**config.mk**
```make
export PLATFORM = sky130hd
export DESIGN_NAME = muldiv_unit
export DESIGN_NICKNAME = d
export VERILOG_FILES = /design/src/rtl/muldiv_pkg.sv /design/src/rtl/muldiv_unit_div_iter.sv /design/src/rtl/muldiv_unit.sv
export SDC_FILE = /design/constraint.sdc
export NUM_CORES = 1
export LEC_CHECK = 0
export ABC_AREA = 1
export BUFFER_PORTS_ARGS = -buffer_cell sky130_fd_sc_hd__clkbuf_2
export CAP_MARGIN = 0
export CORE_ASPECT_RATIO = 1.2
export CORE_MARGIN = 3
export CORE_UTILIZATION = 60
export DETAILED_ROUTE_END_ITERATION = 10
export PLACE_DENSITY = 0.83
export SYNTH_ARGS = -nofsm -noshare
export SYNTH_HDL_FRONTEND = slang
export SYNTH_SLANG_ARGS = --single-unit
```
**constraint.sdc**
```tcl
create_clock -name clk -period 3 [get_ports clk]
set_input_delay 0.45 -clock clk [delete_from_list [all_inputs] [get_ports clk]]
set_output_delay 0.45 -clock clk [all_outputs]
set_load 0.02 [all_outputs]
```
**src/rtl/muldiv_pkg.sv**
```systemverilog
// Shared op codes, FSM state encoding and op-decode helpers for the iterative HI/LO multiply/divide unit.
package muldiv_pkg;

    localparam logic [2:0] OP_MULT  = 3'b000;
    localparam logic [2:0] OP_MULTU = 3'b001;
    localparam logic [2:0] OP_DIV   = 3'b010;
    localparam logic [2:0] OP_DIVU  = 3'b011;
    localparam logic [2:0] OP_MTHI  = 3'b100;
    localparam logic [2:0] OP_MTLO  = 3'b101;

    typedef enum logic [1:0] {
        ST_IDLE = 2'd0,
        ST_CALC = 2'd1,
        ST_FIX  = 2'd2
    } state_t;

    function automatic logic is_reserved_op(input logic [2:0] op);
        return op[2] & op[1];
    endfunction

    function automatic logic is_signed_op(input logic [2:0] op);
        return ~op[2] & ~op[0];
    endfunction

    function automatic logic is_div_op(input logic [2:0] op);
        return ~op[2] & op[1];
    endfunction

endpackage

```
**src/rtl/muldiv_unit_div_iter.sv**
```systemverilog
// Restoring divider datapath: one quotient bit per enabled step, operating on unsigned magnitudes.
module div_iter #(
    parameter int WIDTH = 32
) (
    input  logic             clk,
    input  logic             resetn,
    input  logic             i_load,
    input  logic             i_step,
    input  logic [WIDTH-1:0] i_dividend,
    input  logic [WIDTH-1:0] i_divisor,
    output logic [WIDTH-1:0] o_quotient,
    output logic [WIDTH-1:0] o_remainder
);

    logic [WIDTH-1:0] r_rem;
    logic [WIDTH-1:0] r_quo;
    logic [WIDTH-1:0] r_divisor;
    logic [WIDTH:0]   w_partial;
    logic [WIDTH:0]   w_diff;
    logic             w_neg;

    // partial < 2*divisor, so the difference always fits a signed WIDTH+1 result
    assign w_partial = {r_rem, r_quo[WIDTH-1]};
    assign w_diff    = w_partial - {1'b0, r_divisor};
    assign w_neg     = w_diff[WIDTH];

    always_ff @(posedge clk or negedge resetn) begin
        if (!resetn) begin
            r_rem     <= '0;
            r_quo     <= '0;
            r_divisor <= '0;
        end else if (i_load) begin
            r_rem     <= '0;
            r_quo     <= i_dividend;
            r_divisor <= i_divisor;
        end else if (i_step) begin
            r_rem <= w_neg ? w_partial[WIDTH-1:0] : w_diff[WIDTH-1:0];
            r_quo <= {r_quo[WIDTH-2:0], ~w_neg};
        end
    end

    assign o_quotient  = r_quo;
    assign o_remainder = r_rem;

endmodule

```
**src/rtl/muldiv_unit.sv**
```systemverilog
// Iterative multiply/divide unit with HI/LO registers: shift-add multiplier, restoring divider, cancel support.
module muldiv_unit
    import muldiv_pkg::*;
#(
    parameter int WIDTH = 32
) (
    input  logic             clk,
    input  logic             resetn,
    input  logic             start,
    input  logic [2:0]       op,
    input  logic [WIDTH-1:0] a,
    input  logic [WIDTH-1:0] b,
    input  logic             cancel,
    output logic [WIDTH-1:0] hi,
    output logic [WIDTH-1:0] lo,
    output logic             busy,
    output logic             done,
    output logic             div_zero
);

    localparam int CNT_W = $clog2(WIDTH + 1);

    state_t               r_state;
    state_t               w_state_next;
    logic [CNT_W-1:0]     r_cnt;
    logic [WIDTH-1:0]     r_hi;
    logic [WIDTH-1:0]     r_lo;
    logic                 r_busy;
    logic                 r_done;
    logic                 r_div_zero;
    logic                 r_is_div;
    logic                 r_neg_res;
    logic                 r_neg_rem;
    logic                 r_b_zero;
    logic [WIDTH-1:0]     r_a;
    logic [WIDTH-1:0]     r_mag_a;
    logic [2*WIDTH-1:0]   r_mul_p;

    logic                 w_start_ok;
    logic                 w_go_iter;
    logic                 w_mthi;
    logic                 w_mtlo;
    logic                 w_step;
    logic                 w_fix_write;
    logic                 w_a_neg;
    logic                 w_b_neg;
    logic [WIDTH-1:0]     w_mag_a;
    logic [WIDTH-1:0]     w_mag_b;
    logic [WIDTH:0]       w_mul_add;
    logic [2*WIDTH-1:0]   w_mul_next;
    logic [2*WIDTH-1:0]   w_prod;
    logic [WIDTH-1:0]     w_div_q;
    logic [WIDTH-1:0]     w_div_r;
    logic [WIDTH-1:0]     w_quo;
    logic [WIDTH-1:0]     w_rem;

    assign w_a_neg = is_signed_op(op) & a[WIDTH-1];
    assign w_b_neg = is_signed_op(op) & b[WIDTH-1];
    assign w_mag_a = w_a_neg ? -a : a;
    assign w_mag_b = w_b_neg ? -b : b;

    always_ff @(posedge clk or negedge resetn) begin
        if (!resetn) begin
            r_state <= ST_IDLE;
        end else begin
            r_state <= w_state_next;
        end
    end

    always_comb begin
        w_state_next = r_state;
        if (cancel) begin
            w_state_next = ST_IDLE;
        end else begin
            case (r_state)
                ST_IDLE: if (w_go_iter) w_state_next = ST_CALC;
                ST_CALC: if (r_cnt == CNT_W'(1)) w_state_next = ST_FIX;
                ST_FIX:  w_state_next = ST_IDLE;
                default: w_state_next = ST_IDLE;
            endcase
        end
    end

    always_comb begin
        w_start_ok  = (r_state == ST_IDLE) & start & ~cancel & ~is_reserved_op(op);
        w_go_iter   = w_start_ok & ~op[2];
        w_mthi      = w_start_ok & (op == OP_MTHI);
        w_mtlo      = w_start_ok & (op == OP_MTLO);
        w_step      = (r_state == ST_CALC) & ~cancel;
        w_fix_write = (r_state == ST_FIX) & ~cancel;
    end

    // Shift-add: add multiplicand into the upper half on LSB=1, then shift right with carry
    assign w_mul_add  = {1'b0, r_mul_p[2*WIDTH-1:WIDTH]} + (r_mul_p[0] ? {1'b0, r_mag_a} : '0);
    assign w_mul_next = {w_mul_add, r_mul_p[WIDTH-1:1]};

    assign w_prod = r_neg_res ? -r_mul_p : r_mul_p;
    assign w_quo  = r_neg_res ? -w_div_q : w_div_q;
    assign w_rem  = r_neg_rem ? -w_div_r : w_div_r;

    div_iter #(
        .WIDTH(WIDTH)
    ) u_div_iter (
        .clk         (clk),
        .resetn      (resetn),
        .i_load      (w_go_iter),
        .i_step      (w_step),
        .i_dividend  (w_mag_a),
        .i_divisor   (w_mag_b),
        .o_quotient  (w_div_q),
        .o_remainder (w_div_r)
    );

    always_ff @(posedge clk or negedge resetn) begin
        if (!resetn) begin
            r_cnt      <= '0;
            r_hi       <= '0;
            r_lo       <= '0;
            r_busy     <= 1'b0;
            r_done     <= 1'b0;
            r_div_zero <= 1'b0;
            r_is_div   <= 1'b0;
            r_neg_res  <= 1'b0;
            r_neg_rem  <= 1'b0;
            r_b_zero   <= 1'b0;
            r_a        <= '0;
            r_mag_a    <= '0;
            r_mul_p    <= '0;
        end else begin
            r_done <= w_fix_write;
            r_busy <= (w_state_next != ST_IDLE);
            if (w_go_iter) begin
                r_cnt     <= CNT_W'(WIDTH);
                r_is_div  <= is_div_op(op);
                r_neg_res <= w_a_neg ^ w_b_neg;
                r_neg_rem <= w_a_neg;
                r_b_zero  <= (b == '0);
                r_a       <= a;
                r_mag_a   <= w_mag_a;
                r_mul_p   <= {{WIDTH{1'b0}}, w_mag_b};
            end else if (w_step) begin
                r_cnt   <= r_cnt - 1'b1;
                r_mul_p <= w_mul_next;
            end
            if (w_start_ok) r_div_zero <= 1'b0;
            if (w_mthi) r_hi <= a;
            if (w_mtlo) r_lo <= a;
            if (w_fix_write) begin
                if (!r_is_div) begin
                    {r_hi, r_lo} <= w_prod;
                end else if (r_b_zero) begin
                    r_hi       <= r_a;
                    r_lo       <= '1;
                    r_div_zero <= 1'b1;
                end else begin
                    r_hi <= w_rem;
                    r_lo <= w_quo;
                end
            end
        end
    end

    assign hi       = r_hi;
    assign lo       = r_lo;
    assign busy     = r_busy;
    assign done     = r_done;
    assign div_zero = r_div_zero;

endmodule

```
==> flow_summary.toml <==
[status]
outcome = "finished, final reports clean"

[min_path]
hold_start = "a[10]"
hold_class = "in2reg"

[timing]
max_freq_mhz = 363
rsz0062_at_grt = "no"
report.final.setup_viol = 0
slew_viol_final = 0
tightest_slew_ns = 1.38
fin_skew_ns = 0.0168
relSlewSlack_pct = 7.10
period_minus_slack_ns = 2.75
hold_violations = 0
post-route-period-util_pct = 91.7
finalSetupTns_ns = 0

[grt]
grt_pass1_wl_um = 148000
grt_remaining_overflow = 0
grt_usage_pct = 46.0
grt_pass1_vias = 24900
grt_max_degree = 105
antenna_found_initial = 4

[clock_network]
hold_buffers = 1
path_clk_slew_ns = 0.07
cts_resized = 0
postCtsSetupBuffers = 0
cts_buffer_depth = 3
h-tree-depth = 2
clockRootBuffer = "clkbuf_16"
cts_tree = "yes"
cts_sinks = 302
cts_buffers = 36
clkLatencyLatePin_ns = 0.56

[logic_synthesis]
syn-num-nets = 4007
synth_cell_types = 51
ys_seq_area_share_pct = 31.6
synthFlopType = "dfrtp_1"
netlist_area_um2 = 23900
synth-edff-count = 0
yosysTopAreaCell = "dfrtp_1"
avgSynthCellArea_um2 = 6.19
synth_top_area_share_pct = 31.6
yosys_warnings = 0
synthTopCellsByArea = "dfrtp_1, nand2_1, nand3_1"
netlist_instances = 3863
ys_ff_latch = 302
async_reset_ff_share_pct = 100

[floorplanning]
die_w_um = 188
start_util_pct = 61.2
die_y_um = 225
die_area_um2 = 42300
pin_count = 138
core_region_area_um2 = 39000
rows = 79

[setup_path]
crit_chain = "buf_4 > nor2_1 > nand3_1 > o21ai_0 > buf_4 > o21ai_0 > nand2_1 > nand2_1 > nand2_1"
crit_path_max_incr_delay_ns = 1.05
cp.arrival_ns = 3.20
path_max_fanout = 34
critPathKind = "reg2reg"
crit_path_start_kind = "register"
r2r-start = "r_mul_p[0]"
cpMostUsedCell = "nand2_1"
cp.required_ns = 3.44
end_kind = "register"
cp_top_family = "compound AO/OA/AOI/OAI gates"
crit_buf_inv = 2
cpMaxStageDelayCell = "o21ai_0"
crit_start = "r_mul_p[0]"

[placed_design]
dpl.hpwl_um = 76800
port_buffers = 137
gp_congestion = 1.10

[finish]
areaGrowthSynthToFinish_pct = 10.7
post-route-util_pct = 67.7
fillerInstances = 3693
final_cell_mix = "nand2_1, inv_1, nand3_1"
layout.cells.most_common = "nand2_1"
seqCellArea_um2 = 7560
multiInputGateArea_um2 = 13900
layout-drive-gt1-share_pct = 7.98
layout.nets = 4114

[drt]
first_pass_iters = 7
num_vias = 27200
wl_per_cell_um = 21.9
drc = 0
drt-initial-drc-count = 3351
drt-total-wl_um = 99100
ant_nets = 0
viasPerCell = 6.00

[power]
comb_power_share_pct = 44.8
p_sw_mw = 9.22
cellPowerDensity_nw_per_um2 = 745
ir_drop_v = 0.000614
swShare_pct = 46.8
power.leakage_nw = 14.5
p_clk_share_pct = 23.2
p_int_mw = 10.5
power_frac_seq_pct = 32.0

[run]
cap_violations = 0
[cell usage after synthesis, types with 13 or more instances]
| cell type | count |
|---|---|
| dfrtp_1 | 302 |
| buf_1 | 15 |
| nor2_1 | 362 |
| nand2_2 | 18 |
| o221ai_1 | 24 |
| inv_1 | 493 |
| ha_1 | 71 |
| o21ai_0 | 324 |
| clkbuf_1 | 75 |
| nor3_1 | 29 |
| o22ai_1 | 13 |
| o211ai_1 | 38 |
| xnor2_1 | 17 |
| nand2_1 | 1312 |
| nand4_1 | 37 |
| a22oi_1 | 16 |
| nand3b_1 | 16 |
| buf_2 | 32 |
| nand3_1 | 384 |
| xor2_1 | 23 |
| a21oi_1 | 142 |
[registers in the layout (all words and copies together) (netlist names), 2 cells and up]
name,cells
u_div_iter.r_divisor,32
r_mag_a,31
u_div_iter.o_remainder,32
r_mul_p,64
u_div_iter.o_quotient,32
r_state,2
hi,32
r_a,32
r_cnt,6
lo,32
[path summary, 6_finish.rpt]
kind	to	slack, ns	depth (start not counted)
worst max-delay path	hi[5]	0.25	9
worst min-delay path	lo[10]	0.24	3
worst max register to register	hi[5]	0.25	9
worst min register to register	r_mag_a[27]	0.48	2
max in group asynchronous	u_div_iter.o_remainder[28]	1.69	3
min in group asynchronous	hi[26]	0.48	2
[final cells by class]
cell class / instances / share of cell area (%)
multi-input combinational: 2927 / 52.4
sequential: 302 / 28.6
inverter: 502 / 7.12
timing repair buffer: 201 / 4.88
clock buffer: 48 / 3.73
tap: 526 / 2.49
clock inverter: 16 / 0.747
antenna: 2 / 0.0189
[power by group through the flow]
stage                     logic, mW  clock network (mW)  registers (mW)
after floorplan                5.29                   0            6.19
after global placement         8.42                   0            6.28
after detailed placement       8.45                   0            6.29
after CTS                      8.52                4.57            6.23
after global routing           9.59                4.71            6.37
final                          8.82                4.58            6.30
[through the flow]
stage | hold slack, ns | setup slack (ns) | std cells | power (mW) | cell area (um^2)
5_1_grt | 0.244 | 0.123 | 4522 | 20.7 | 26400
3_5_place_dp | 0.471 | 0.382 | 4457 | 14.7 | 25200
2_1_floorplan | 0.154 | 0.710 | 3863 | 11.5 | 23900
4_1_cts | 0.218 | 0.359 | 4522 | 19.3 | 26400
3_3_place_gp | 0.459 | 0.433 | 4457 | 14.7 | 25200
6_report | 0.236 | 0.249 | 4524 | 19.7 | 26400
[routing by layer]
metal  share of wire [%]  vias to the layer above  track usage, %  routed length [um]
met3                 9.3                      463            10.0                9170
met2                  45                     1599            72.9               44100
li1                    -                    12700               -                   -
met1                  35                    12400            52.7               34800
met5               0.041                        -               0                  41
met4                  11                        6            40.3               10900
[tightest hold or removal path: stages]
cell      delay, ns
clkbuf_2       0.12
nand2_1        0.08
o211ai_1       0.09
[logic make-up (layout without fill, tap and decap cells)]
| logic type | after synthesis | in the layout | synth area share, % |
|---|---|---|---|
| other | 0 | 2 | 0 |
| DFF | 302 | 302 | 31.6 |
| xor gates and xnor gates | 40 | 40 | 1.47 |
| adders and majority gates | 73 | 73 | 3.88 |
| AOI/OAI and AO/OA | 610 | 610 | 14.3 |
| and+or+nand+nor | 2204 | 2204 | 38.3 |
| buffers and inverters | 634 | 767 | 10.4 |
(Power assumes the default switching activity.)
